### src/rtl/regfile_pkg.sv
// Shared types and constants for the register bank.
//   state_t        : sweep controller state (IDLE / SWEEP)
//   DEFAULT_WIDTH  : default word width in bits
//   DEFAULT_DEPTH  : default number of registers
//   ZERO_ADDR      : address of the hardwired-zero register
package regfile_pkg;

  localparam int unsigned DEFAULT_WIDTH = 32;
  localparam int unsigned DEFAULT_DEPTH = 32;
  localparam int unsigned ZERO_ADDR     = 0;

  typedef enum logic {
    IDLE  = 1'b0,
    SWEEP = 1'b1
  } state_t;

endpackage

### src/rtl/regfile_sweep_ctrl.sv
// Clear-sweep controller: FSM, sweep index counter and busy register.
// Ports:
//   CLK      in  clock, rising edge
//   reset    in  asynchronous active-low reset
//   clearReq in  one-cycle request to start a sweep (ignored while sweeping)
//   clrEn    out high while sweeping; the register at clrAddr is cleared this edge
//   clrAddr  out register index cleared at the next edge (1..DEPTH-1)
//   busy     out high while a sweep is in progress
module regfile_sweep_ctrl
  import regfile_pkg::*;
#(
  parameter  int unsigned DEPTH = DEFAULT_DEPTH,
  localparam int unsigned AW    = $clog2(DEPTH)
) (
  input  logic          CLK,
  input  logic          reset,
  input  logic          clearReq,
  output logic          clrEn,
  output logic [AW-1:0] clrAddr,
  output logic          busy
);

  localparam logic [AW-1:0] FIRST_IDX = AW'(1);
  localparam logic [AW-1:0] LAST_IDX  = AW'(DEPTH - 1);

  state_t        state, state_nx;
  logic [AW-1:0] idx, idx_nx;

  // State, index and busy registers; busy mirrors the next state so it is a flop.
  always_ff @(posedge CLK or negedge reset) begin
    if (!reset) begin
      state <= IDLE;
      idx   <= FIRST_IDX;
      busy  <= 1'b0;
    end else begin
      state <= state_nx;
      idx   <= idx_nx;
      busy  <= (state_nx == SWEEP);
    end
  end

  // Next-state and index logic.
  always_comb begin
    state_nx = state;
    idx_nx   = idx;
    case (state)
      IDLE: begin
        if (clearReq) begin
          state_nx = SWEEP;
          idx_nx   = FIRST_IDX;
        end
      end
      SWEEP: begin
        if (idx == LAST_IDX) begin
          state_nx = IDLE;
          idx_nx   = FIRST_IDX;
        end else begin
          idx_nx = idx + AW'(1);
        end
      end
      default: begin
        state_nx = IDLE;
        idx_nx   = FIRST_IDX;
      end
    endcase
  end

  assign clrEn   = busy;
  assign clrAddr = idx;

endmodule

### src/rtl/regfile_bank.sv
// General-purpose register bank: DEPTH x WIDTH storage, one write port,
// two registered read ports, register 0 hardwired to zero, and a
// multi-cycle clear sweep driven by regfile_sweep_ctrl.
// Optional feature macro: REGFILE_BYPASS_EN
//   defined   : same-edge write-through to a read port, and a read of the
//               register being cleared by the sweep returns 0
//   undefined : same-edge reads return the pre-edge register content
// Ports:
//   CLK       in  clock, rising edge
//   reset     in  asynchronous active-low reset
//   writeEn   in  write strobe
//   wAddr     in  write address
//   IN        in  write data
//   rAddrA/B  in  read addresses
//   OUTA/B    out registered read data
//   clearReq  in  start a clear sweep
//   busy      out clear sweep in progress
module regfile_bank
  import regfile_pkg::*;
#(
  parameter  int unsigned WIDTH = DEFAULT_WIDTH,
  parameter  int unsigned DEPTH = DEFAULT_DEPTH,
  localparam int unsigned AW    = $clog2(DEPTH)
) (
  input  logic             CLK,
  input  logic             reset,
  input  logic             writeEn,
  input  logic [AW-1:0]    wAddr,
  input  logic [WIDTH-1:0] IN,
  input  logic [AW-1:0]    rAddrA,
  input  logic [AW-1:0]    rAddrB,
  output logic [WIDTH-1:0] OUTA,
  output logic [WIDTH-1:0] OUTB,
  input  logic             clearReq,
  output logic             busy
);

  localparam logic [AW-1:0] ZERO_A = AW'(ZERO_ADDR);

  // Register 0 has no storage; entries 1..DEPTH-1 only.
  logic [WIDTH-1:0] mem [1:DEPTH-1];

  logic             clr_en;
  logic [AW-1:0]    clr_addr;
  logic             wr_acc_c;
  logic [WIDTH-1:0] rd_a_c;
  logic [WIDTH-1:0] rd_b_c;

  regfile_sweep_ctrl #(
    .DEPTH (DEPTH)
  ) u_sweep_ctrl (
    .CLK      (CLK),
    .reset    (reset),
    .clearReq (clearReq),
    .clrEn    (clr_en),
    .clrAddr  (clr_addr),
    .busy     (busy)
  );

  // Writes are taken only when idle and never to register 0.
  assign wr_acc_c = writeEn && !clr_en && (wAddr != ZERO_A);

  // Storage: write port and sweep clear are mutually exclusive by construction.
  always_ff @(posedge CLK or negedge reset) begin
    if (!reset) begin
      for (int unsigned i = 1; i < DEPTH; i++) begin
        mem[AW'(i)] <= '0;
      end
    end else if (wr_acc_c) begin
      mem[wAddr] <= IN;
    end else if (clr_en) begin
      mem[clr_addr] <= '0;
    end
  end

  // Read muxes, with optional same-edge forwarding of write/clear.
  always_comb begin
    rd_a_c = (rAddrA == ZERO_A) ? '0 : mem[rAddrA];
    rd_b_c = (rAddrB == ZERO_A) ? '0 : mem[rAddrB];
`ifdef REGFILE_BYPASS_EN
    if (wr_acc_c && (wAddr == rAddrA)) begin
      rd_a_c = IN;
    end else if (clr_en && (clr_addr == rAddrA)) begin
      rd_a_c = '0;
    end
    if (wr_acc_c && (wAddr == rAddrB)) begin
      rd_b_c = IN;
    end else if (clr_en && (clr_addr == rAddrB)) begin
      rd_b_c = '0;
    end
`endif
  end

  // Registered read outputs.
  always_ff @(posedge CLK or negedge reset) begin
    if (!reset) begin
      OUTA <= '0;
      OUTB <= '0;
    end else begin
      OUTA <= rd_a_c;
      OUTB <= rd_b_c;
    end
  end

endmodule

### config.mk
export PLATFORM = sky130hd
export DESIGN_NAME = regfile_bank
export DESIGN_NICKNAME = d
export VERILOG_FILES = /design/src/rtl/regfile_pkg.sv /design/src/rtl/regfile_sweep_ctrl.sv /design/src/rtl/regfile_bank.sv
export SDC_FILE = /design/constraint.sdc
export NUM_CORES = 2
export LEC_CHECK = 0
export CAP_MARGIN = 20
export CORE_MARGIN = 2
export CORE_UTILIZATION = 36
export DETAILED_ROUTE_END_ITERATION = 10
export GPL_ROUTABILITY_DRIVEN = 0
export GPL_TIMING_DRIVEN = 0
export SLEW_MARGIN = 20
export SYNTH_ARGS = -nofsm -noshare
export SYNTH_HDL_FRONTEND = slang
export SYNTH_SLANG_ARGS = --single-unit
### constraint.sdc
create_clock -name CLK -period 3.1 [get_ports CLK]
set_input_delay 0.31 -clock CLK [delete_from_list [all_inputs] [get_ports CLK]]
set_output_delay 0.31 -clock CLK [all_outputs]
set_load 0.02 [all_outputs]
==> metrics <==
CP required 3650 ps; Internal 0.02602 W; synthesized area per cell 12.29 µm²; Max transition margin 0.1609; fin crit period 3314 ps; Final period util 1.069; Mapped Cells 4,354; total CTS buffers 114; routed wire length 229,200 µm; ys flop type dfrtp_1; main combinational cell family by area after synthesis compound AO/OA/AOI/OAI gates; switch share 0.3125; LEAKAGE 27.59 nW; nets 4,653; Sequential Power Share 0.417; crit-path max FO 10; Netlist cell types 44; Final Slew Violations 0; register area 26,580 µm²; sw power 0.01183 W; Worst setup SP type primary input; Rows 141; register area share after synthesis 0.4968; CTS root buf clkbuf_16; # H-tree levels 3; VDD IR max 0.4285 mV; most common cell after layout, fill and taps aside dfrtp_1; mux share of post-synthesis cell area 0.1873; Worst Tran Pin Value 1259 ps; final worst setup slack -214.1 ps; largest net degree at the start of global routing 152; die span in x 389.5 µm; Core Area 147,700 µm²; Yosys top cell area share 0.4963; Critical Path Start rAddrB[2]; clock share of power 0.393; Max Fclk 301.7 MHz; vias per cell 6.807; Area growth syn-to-layout 15.35%; commonest cells after routing, fill and taps aside dfrtp_1 (1,061), a22o_1 (992), mux2i_1 (632), clkbuf_1 (408), o22ai_1 (277); WP data arrival 3870 ps; grt ovf 0; Synth Area in Compound Gates 0.2329; Reg2Reg Setup Slack -150 ps; TritonCTS clock tree done; final clock skew 26.24 ps; final routed DRC violation total 0; top cells by area, synth dfrtp_1 (50%), a22o_1 (16%), mux2i_1 (12%), mux4_2 (5.6%), o22ai_1 (3.3%); critical path class primary input to register; area of the multi-input gates 25,060 µm²; Final setup viols 181; IO Count 116; status complete, but fails checks; post-detail-place hpwl 165,200 µm; latest clock arrival within the worst-skew pair 760 ps; Critical Path Sink Type register; WL/cell 34.64 µm; RR Startpoint u_sweep_ctrl.busy; Synth async-reset ratio 1.000; first-pass GRT wire length 323,200 µm; Synth Cell Area 53,490 µm²; setup TNS -10,830 ps; final hold vios 0; Synth area leader dfrtp_1; RSZ-0062 raised after global routing true; Design Power 0.03785 W; failing checks setup timing; Worst Setup EP OUTB[3]; R2R cell count 6; ant diodes 0; Hold Path Class primary input to async pin; Comb power frac 0.189; die area 151,700 µm²; vias 45,040; PortBufs 109; register bit total from synthesis 1,062; Initial Util 0.3623; post-synthesis simple-gate area fraction 0.04086; 1st-pass router iterations 8; number of fill cells in the layout 13,740; Vert. Die Dim 389.5 µm; Hold WS 296.3 ps; post-route ant nets 0; YS warnings 0; Mapped Nets 4,411; XOR/XNOR share of the synthesized area 0.0003275; number of flops mapped to enable cells by yosys 0; clock-pin transition on the worst setup and hold timing paths 70 ps; vias in the first global route 43,180; adder-cell area share of the yosys netlist 0.001403; # Max-Cap Violations 0; initial antenna violation count 6; DRT iter0 DRCs 6,700; pwr dens 613.4 nW/µm²; CTS max path bufs 3; RR Endpoint mem[241]; fraction of layout instances using a drive strength above 1 0.1237; gr usage total 0.2943; clk sink count 1,062
through the flow:
step                area, µm²  cells  setup WS, ps  utilization
floorplan               53490   4354          1066            -
global placement        57000   6393        -47230       0.3860
detailed placement      57320   6404         -1413       0.3881
CTS                     61460   6612        -274.4       0.4162
global route            61700   6617        -55.45       0.4179
finish                  61700   6617        -214.1       0.4179
Yosys cell counts, types with 3 or more instances:
cell type,number
dfrtp_1,1061
a22o_1,992
mux2i_1,632
clkbuf_1,419
o22ai_1,278
nor3_1,138
mux4_2,132
buf_2,80
a21oi_1,70
nor2b_1,69
a211oi_1,64
a221o_1,64
a22oi_1,64
mux2_2,64
nor4_1,60
nor2_1,33
buf_1,23
nand2b_1,21
nand2_1,14
buf_4,10
nor3_2,9
ha_1,6
inv_1,6
or2_2,5
o211ai_1,4
a31oi_1,3
and2_1,3
and3_1,3
nor4_2,3
or3b_1,3
registers in the layout, summed over array words and instances, names as in the netlist:
register	count
OUTA	32
OUTB	32
mem	992
u_sweep_ctrl.busy	1
u_sweep_ctrl.clrAddr	5
cell type report:
type                       count  share of cell area
multi-input combinational   2754              0.4061
sequential                  1062              0.4307
timing repair buffer         128             0.02314
tap                         1930             0.03914
buffer                       530             0.03536
inverter                       6           0.0003650
clock inverter                43            0.009287
clock buffer                 164             0.05590
critical path, cell delays in order:
cell,delay [ps]
clkdlybuf4s50_1,710
clkbuf_2,440
nand2_2,330
clkbuf_1,610
o22ai_1,410
nor3_1,130
nor4_1,880
layer usage:
| layer | share of wire | GRT usage | up-vias |
|---|---|---|---|
| li1 | - | - | 17780 |
| met1 | 0.40 | 0.3969 | 23430 |
| met2 | 0.41 | 0.4063 | 3214 |
| met3 | 0.13 | 0.1126 | 614 |
| met4 | 0.063 | 0.1560 | 4 |
| met5 | 0.000074 | 0.001276 | - |
worst min-delay path by stage:
| stage | startpoint | endpoint | slack, ps | cells past startpoint |
|---|---|---|---|---|
| final | reset | mem[805] | 300 | 3 |
| after global routing | writeEn | mem[607] | 400 | 4 |
| after CTS | reset | mem[869] | 340 | 3 |
| after detailed placement | reset | mem[840] | 120 | 1 |
| after global placement | mem[631] | mem[631] | 490 | 1 |
| after floorplan | reset | OUTA[0] | 10 | 0 |
power by group through the flow:
stage	registers (W)	clock network [W]	logic [W]
final	0.0158	0.0149	0.00716
after global routing	0.0159	0.0155	0.00738
after global placement	0.0160	0	0.00658
after CTS	0.0157	0.0149	0.00684
after floorplan	0.0158	0	0.00384
after detailed placement	0.0160	0	0.00679
cell families after synthesis:
kind of cell	Yosys count
flops	1062
mux	828
buf+inv	538
simple gates	375
xor+xnor	2
fa+ha+maj	6
compound gates	1543
what timing repair did:
action | in CTS | in global routing
pin swaps | 0 | 4
hold buffers | 2 | 0
resized for setup | 28 | 40
endpoints found under the hold margin | 288 | 0
setup endpoints to repair | 258 | 370
setup buffers | 0 | 5
No activity file was read; power rests on OpenSTA's default activity.
